$ cat src/rtl/pmem_burst_adapter_if.sv
// Line-side and burst-side signal bundle for the pmem burst adapter.
// slave is the adapter's view; master is the requester plus DRAM view.
interface pmem_burst_adapter_if #(
    parameter int LINE_WIDTH = 256,
    parameter int BEAT_WIDTH = 64
);
    logic [31:0]           line_address;
    logic [LINE_WIDTH-1:0] line_wdata;
    logic                  line_read;
    logic                  line_write;
    logic [LINE_WIDTH-1:0] line_rdata;
    logic                  line_resp;
    logic [31:0]           burst_address;
    logic                  burst_read;
    logic                  burst_write;
    logic [BEAT_WIDTH-1:0] burst_wdata;
    logic [BEAT_WIDTH-1:0] burst_rdata;
    logic                  burst_resp;

    modport slave (
        input  line_address, line_wdata, line_read, line_write,
        input  burst_rdata, burst_resp,
        output line_rdata, line_resp,
        output burst_address, burst_read, burst_write, burst_wdata
    );

    modport master (
        output line_address, line_wdata, line_read, line_write,
        output burst_rdata, burst_resp,
        input  line_rdata, line_resp,
        input  burst_address, burst_read, burst_write, burst_wdata
    );
endinterface

$ cat src/rtl/pmem_burst_adapter.sv
// Splits 256-bit cache-line reads/writes into 4 x 64-bit DRAM bursts
// and returns one line_resp pulse per completed line.
module pmem_burst_adapter #(
    parameter int LINE_WIDTH = 256,
    parameter int BEAT_WIDTH = 64,
    parameter int BEATS      = 4
) (
    input  logic                 clk,
    input  logic                 rst_n,
    pmem_burst_adapter_if.slave  bus
);
    localparam int CW = $clog2(BEATS);
    localparam logic [CW-1:0] LAST = CW'(BEATS - 1);
    localparam logic [31:0] ADDR_MASK = 32'hFFFF_FFE0;

    typedef enum logic [1:0] {IDLE, WRITE, READ, DONE} state_t;

    state_t                state_q, state_d;
    logic [CW-1:0]         cnt_q, cnt_d;
    logic [31:0]           addr_q;
    logic [LINE_WIDTH-1:0] wdata_q;
    logic [LINE_WIDTH-1:0] rbuf_q, rbuf_d;
    logic [LINE_WIDTH-1:0] rdata_q, rdata_d;
    logic                  latch;
    logic                  burst_rd, burst_wr, resp;
    logic [BEAT_WIDTH-1:0] wbeat;

    always_ff @(posedge clk or negedge rst_n) begin
        if (!rst_n) begin
            state_q <= IDLE;
            cnt_q   <= '0;
            addr_q  <= '0;
            wdata_q <= '0;
            rbuf_q  <= '0;
            rdata_q <= '0;
        end else begin
            state_q <= state_d;
            cnt_q   <= cnt_d;
            rbuf_q  <= rbuf_d;
            rdata_q <= rdata_d;
            if (latch) begin
                addr_q  <= bus.line_address & ADDR_MASK;
                wdata_q <= bus.line_wdata;
            end
        end
    end

    always_comb begin
        state_d  = state_q;
        cnt_d    = cnt_q;
        rbuf_d   = rbuf_q;
        rdata_d  = rdata_q;
        latch    = 1'b0;
        burst_rd = 1'b0;
        burst_wr = 1'b0;
        resp     = 1'b0;
        wbeat    = '0;
        unique case (state_q)
            IDLE: begin
                // write has priority when both requests are raised
                if (bus.line_write) begin
                    state_d = WRITE;
                    cnt_d   = '0;
                    latch   = 1'b1;
                end else if (bus.line_read) begin
                    state_d = READ;
                    cnt_d   = '0;
                    latch   = 1'b1;
                end
            end
            WRITE: begin
                burst_wr = 1'b1;
                wbeat    = wdata_q[int'(cnt_q) * BEAT_WIDTH +: BEAT_WIDTH];
                if (bus.burst_resp) begin
                    cnt_d = cnt_q + 1'b1;
                    if (cnt_q == LAST)
                        state_d = DONE;
                end
            end
            READ: begin
                burst_rd = 1'b1;
                if (bus.burst_resp) begin
                    rbuf_d[int'(cnt_q) * BEAT_WIDTH +: BEAT_WIDTH] =
                        bus.burst_rdata;
                    cnt_d = cnt_q + 1'b1;
                    // publish the whole line together with the last beat
                    if (cnt_q == LAST) begin
                        state_d = DONE;
                        rdata_d = rbuf_d;
                    end
                end
            end
            DONE: begin
                resp    = 1'b1;
                state_d = IDLE;
            end
        endcase
    end

    assign bus.line_rdata    = rdata_q;
    assign bus.line_resp     = resp;
    assign bus.burst_address = addr_q;
    assign bus.burst_read    = burst_rd;
    assign bus.burst_write   = burst_wr;
    assign bus.burst_wdata   = wbeat;
endmodule

$ cat src/flat_wrapper.sv
// flat-port wrapper written by rule: the top's interface ports become plain ports
module pmem_burst_adapter_flat 
#(
    parameter int LINE_WIDTH = 256,
    parameter int BEAT_WIDTH = 64,
    parameter int BEATS      = 4
)
  (clk, rst_n, bus_line_address, bus_line_wdata, bus_line_read, bus_line_write, bus_burst_rdata, bus_burst_resp, bus_line_rdata, bus_line_resp, bus_burst_address, bus_burst_read, bus_burst_write, bus_burst_wdata);
  pmem_burst_adapter_if #(.LINE_WIDTH(LINE_WIDTH), .BEAT_WIDTH(BEAT_WIDTH)) bus_i ();
  input  logic clk;
  input  logic rst_n;
  input wire logic [$bits(bus_i.line_address)-1:0] bus_line_address;
  input wire logic [$bits(bus_i.line_wdata)-1:0] bus_line_wdata;
  input wire logic [$bits(bus_i.line_read)-1:0] bus_line_read;
  input wire logic [$bits(bus_i.line_write)-1:0] bus_line_write;
  input wire logic [$bits(bus_i.burst_rdata)-1:0] bus_burst_rdata;
  input wire logic [$bits(bus_i.burst_resp)-1:0] bus_burst_resp;
  output wire logic [$bits(bus_i.line_rdata)-1:0] bus_line_rdata;
  output wire logic [$bits(bus_i.line_resp)-1:0] bus_line_resp;
  output wire logic [$bits(bus_i.burst_address)-1:0] bus_burst_address;
  output wire logic [$bits(bus_i.burst_read)-1:0] bus_burst_read;
  output wire logic [$bits(bus_i.burst_write)-1:0] bus_burst_write;
  output wire logic [$bits(bus_i.burst_wdata)-1:0] bus_burst_wdata;
  assign bus_i.line_address = bus_line_address;
  assign bus_i.line_wdata = bus_line_wdata;
  assign bus_i.line_read = bus_line_read;
  assign bus_i.line_write = bus_line_write;
  assign bus_i.burst_rdata = bus_burst_rdata;
  assign bus_i.burst_resp = bus_burst_resp;
  assign bus_line_rdata = bus_i.line_rdata;
  assign bus_line_resp = bus_i.line_resp;
  assign bus_burst_address = bus_i.burst_address;
  assign bus_burst_read = bus_i.burst_read;
  assign bus_burst_write = bus_i.burst_write;
  assign bus_burst_wdata = bus_i.burst_wdata;
  pmem_burst_adapter #(.LINE_WIDTH(LINE_WIDTH), .BEAT_WIDTH(BEAT_WIDTH), .BEATS(BEATS)) u_core (.clk(clk), .rst_n(rst_n), .bus(bus_i));
endmodule
$ cat config.mk
export PLATFORM = sky130hd
export DESIGN_NAME = pmem_burst_adapter_flat
export DESIGN_NICKNAME = d
export VERILOG_FILES = /design/src/rtl/pmem_burst_adapter_if.sv /design/src/rtl/pmem_burst_adapter.sv /design/src/flat_wrapper.sv
export SDC_FILE = /design/constraint.sdc
export NUM_CORES = 1
export LEC_CHECK = 0
export CORE_AREA = 2 2 281 283
export CTS_CLUSTER_DIAMETER = 60
export DETAILED_ROUTE_END_ITERATION = 8
export DIE_AREA = 0 0 283 285
export PLACE_DENSITY_LB_ADDON = 0.1
export SYNTH_ARGS = -nofsm -noshare
export SYNTH_HDL_FRONTEND = slang
export SYNTH_SLANG_ARGS = --single-unit
$ cat constraint.sdc
create_clock -name clk -period 2.7 [get_ports clk]
set_input_delay 0.54 -clock clk [delete_from_list [all_inputs] [get_ports clk]]
set_output_delay 0.54 -clock clk [all_outputs]
set_load 0.01 [all_outputs]
==> metrics.md <==
| Metric | Value |
|---|---|
| Post-synth EDFFs | `0` |
| RSZ-0062 raised after global routing | `true` |
| Place WS | `about 0.057 ns` |
| Die area | `approximately 80000 µm²` |
| Grt total ovfl | `0` |
| R2R setup slack | `approximately 0.060 ns` |
| Total CTS buffers | `88` |
| Vias in the first global route | `roughly 26000` |
| Worst Setup Start Kind | `register` |
| Worst-path fanout max | `6` |
| Internal Dissipation | `roughly 37 mW` |
| Vias | `about 25000` |
| Setup-failing EPs final | `31` |
| Flop pwr share | `~36%` |
| Drt wl/cell | `between 20 and 25 µm` |
| CTS Sinks | `799` |
| Maximum clock path buffer count | `3` |
| Seq/Total Area, Yosys | `58.6%` |
| Worst-Margin Slew | `0.615 ns` |
| Critical Path End Type | `output pin` |
| Total Power | `roughly 55 mW` |
| Crit path largest cell delay | `roughly 0.50 ns` |
| Mapped Cells | `roughly 2800` |
| Worst hold slack | `~0.44 ns` |
| Cell Area, Synth | `around 34000 µm²` |
| Nets | `approximately 3800` |
| Dominant cells by area after synthesis | `dfrtp_1 59%, mux2_2 9.3%, a22o_1 6.6%` |
| Hold Path Class | `primary input to asynchronous set/reset pin` |
| Area of the core | `slightly below 80000 µm²` |
| Drt pass-1 iters | `5` |
| Initial Utilization | `a little over two fifths` |
| Filler cells | `slightly above 6000` |
| Total wire length | `112 mm` |
| Dpl cells | `approximately 4300` |
| Final Wtd Congestion | `just under 0.9` |
| Period utilization | `104%` |
| Delay-heaviest family, CP | `buffers and inverters` |
| Critical path type | `register to output pin` |
| Post-route insts no fill | `4534` |
| Clock power frac | `between 20% and 30%` |
| P per Cell Area | `roughly 1200 nW/µm²` |
| Drt initial violations | `about 1800` |
| Max transition margin | `roughly three fifths` |
| Predominant post-synthesis flop cell | `dfrtp_1` |
| DP Wirelength | `about 77 mm` |
| Sw power | `17.5 mW` |
| WP buf/inv | `4` |
| Initial antenna violation count | `26` |
| #FFs+latches synth | `~800` |
| Port Buf Inserts | `701` |
| Chip Height | `roughly 290 µm` |
| Skew final | `0.0226 ns` |
| Library cells used by synthesis | `33` |
| FP Rows | `103` |
| Register Area | `20000 µm²` |
| CTS tree | `built` |
| Reg2reg end | `u_core.rbuf_q[11]` |
| CP required | `between 2 and 2.5 ns` |
| Setup TNS | `-1.31 ns` |
| Clock root cell | `clkbuf_16` |
| Clock latency on the worst-skew pair | `0.65 ns` |
| Lkg Pwr | `~20 nW` |
| Combinational Power Share | `39.5%` |
| Switch share | `a little under a third` |
| Max-cap violations | `0` |
| Largest area contributor in the netlist | `dfrtp_1` |
| Pin count of the biggest net entering global routing | `79` |
| Fmax | `~360 MHz` |
| Failing checks | `setup timing` |
| Clk slew on worst S/H paths | `roughly 0.060 ns` |
| Final Hold Viols | `0` |
| Most used cell, CP | `buf_12` |
| Synth top area share | `58.6%` |
| Post-DRT Antenna Nets | `0` |
| Outcome | `complete, but fails checks` |
| Asr flop ratio synth | `100%` |
| Die W | `between 200 and 300 µm` |
| Drt drc | `0` |
| Ports | `just over 700` |
| Global-route wire length before repair | `between 150 and 200 mm` |
| Worst Reg-to-Reg Cells | `11` |
| Aggregate global-route resource usage | `a little over a quarter` |
| Multi-input logic area | `approximately 13000 µm²` |
| Via density | `~5.6` |
| Worst EP arrival | `2.27 ns` |
| YS warnings | `0` |
| Final Critical Period | `approximately 2.8 ns` |
| Mean Syn Cell Area | `~12 µm²` |
| Htree depth | `3` |
| Critical R2R Launch | `u_core.cnt_q[0]` |
| Worst setup margin | `-0.107 ns` |
| Crit-path slowest cell | `dfrtp_4` |
| Final Max Tran Viols | `0` |
| Synth-to-layout area growth | `36.5%` |
| Share of layout cells above drive strength 1 | `22.4%` |
| Cell Chain, Critical Path | `buf_12 > buf_12 > buf_16 > mux4_2 > and2_4 > buf_6` |
| Peak supply drop | `642 µV` |
==> repair_timing <==
action / CTS / global route
hold buffers: 1 / 0
endpoints found under the setup margin: 65 / 187
hold endpoints to repair: 42 / 0
cloned: 8 / 3
gates resized for setup: 439 / 23
buffers inserted: 13 / 2
pin swaps: 31 / 1
==> synthesized netlist by cell type (all sizes together) (2+ instances only) <==
cell and n:
a21oi 384, a22o 256, a22oi 65, a31oi 64
and2 64, buf 147, clkbuf 140, dfrtp 799
ha 11, inv 6, mux2 283, mux2i 5
mux4 64, nand2 6, nand3 4, nor2 257
nor2b 200, o21ai 2
==> cell usage in the layout, fill, tap and decap left out, types with 65 or more instances in the layout <==
master,instances
a21oi_1,384
a22o_1,256
a22oi_1,65
buf_6,69
clkbuf_16,92
clkdlybuf4s50_1,635
dfrtp_1,797
mux2_2,283
nor2_1,257
nor2b_1,199
==> final cells by class <==
class / instances / share of cell area (%)
Multi-Input combinational cell: 1680 / 27.9
Timing Repair Buffer: 829 / 19.3
Clock inverter: 43 / 1.49
Antenna cell: 9 / 0.0484
Tap cell: 1050 / 2.82
Sequential cell: 799 / 42.9
Inverter: 6 / 0.0484
Clock buffer: 118 / 5.45
==> metal layers <==
metal	GRT usage [%]	vias up	wire length [µm]
li1	-	11200	-
met1	34.3	13100	44300
met2	45.9	889	55800
met3	8.08	175	9200
met4	7.95	32	2810
met5	0	-	206
==> power by group through the flow <==
stage	clock network, mW	registers, mW	logic, mW
floorplan	0	19.7	10.4
global placement	0	19.6	19.9
detailed placement	0	19.9	20.3
CTS	13.5	19.7	21.8
global route	14.1	20.2	23.1
finish	13.3	19.7	21.6
==> sequential cells by signal, summed over array words and instances, names as in the netlist <==
signal,flops
u_core.cnt_q,2
u_core.bus.burst_address,27
u_core.state_q,2
u_core.bus.line_rdata,256
u_core.wdata_q,256
u_core.rbuf_q,256
==> cell families after synthesis <==
group | after synthesis | share of synthesized area (%)
buffers and inverters | 293 | 4.30
DFF | 799 | 58.6
AOI/OAI and AO/OA | 772 | 14.9
and+or+nand+nor | 540 | 8.12
muxes | 352 | 13.7
adders and majority gates | 11 | 0.403
other | 1 | 0.0110
==> per-stage QoR <==
step                      utilization, %  cell area [µm²]
after floorplan                        -            34100
after global placement              54.6            42600
after detailed placement            54.6            42600
after CTS                           59.6            46500
after global routing                59.7            46600
final                               59.7            46600
==> worst max path at each step <==
stage / start / to / cells past startpoint
2_1_floorplan: u_core.cnt_q[1] / u_core.rbuf_q[10] / 9
3_3_place_gp: u_core.cnt_q[0] / bus_burst_wdata[44] / 4
3_5_place_dp: u_core.cnt_q[0] / bus_burst_wdata[44] / 4
4_1_cts: u_core.cnt_q[0] / bus_burst_wdata[34] / 6
5_1_grt: u_core.cnt_q[0] / bus_burst_wdata[13] / 6
6_report: u_core.cnt_q[0] / bus_burst_wdata[34] / 6
Power figures use the tool's default switching activity.
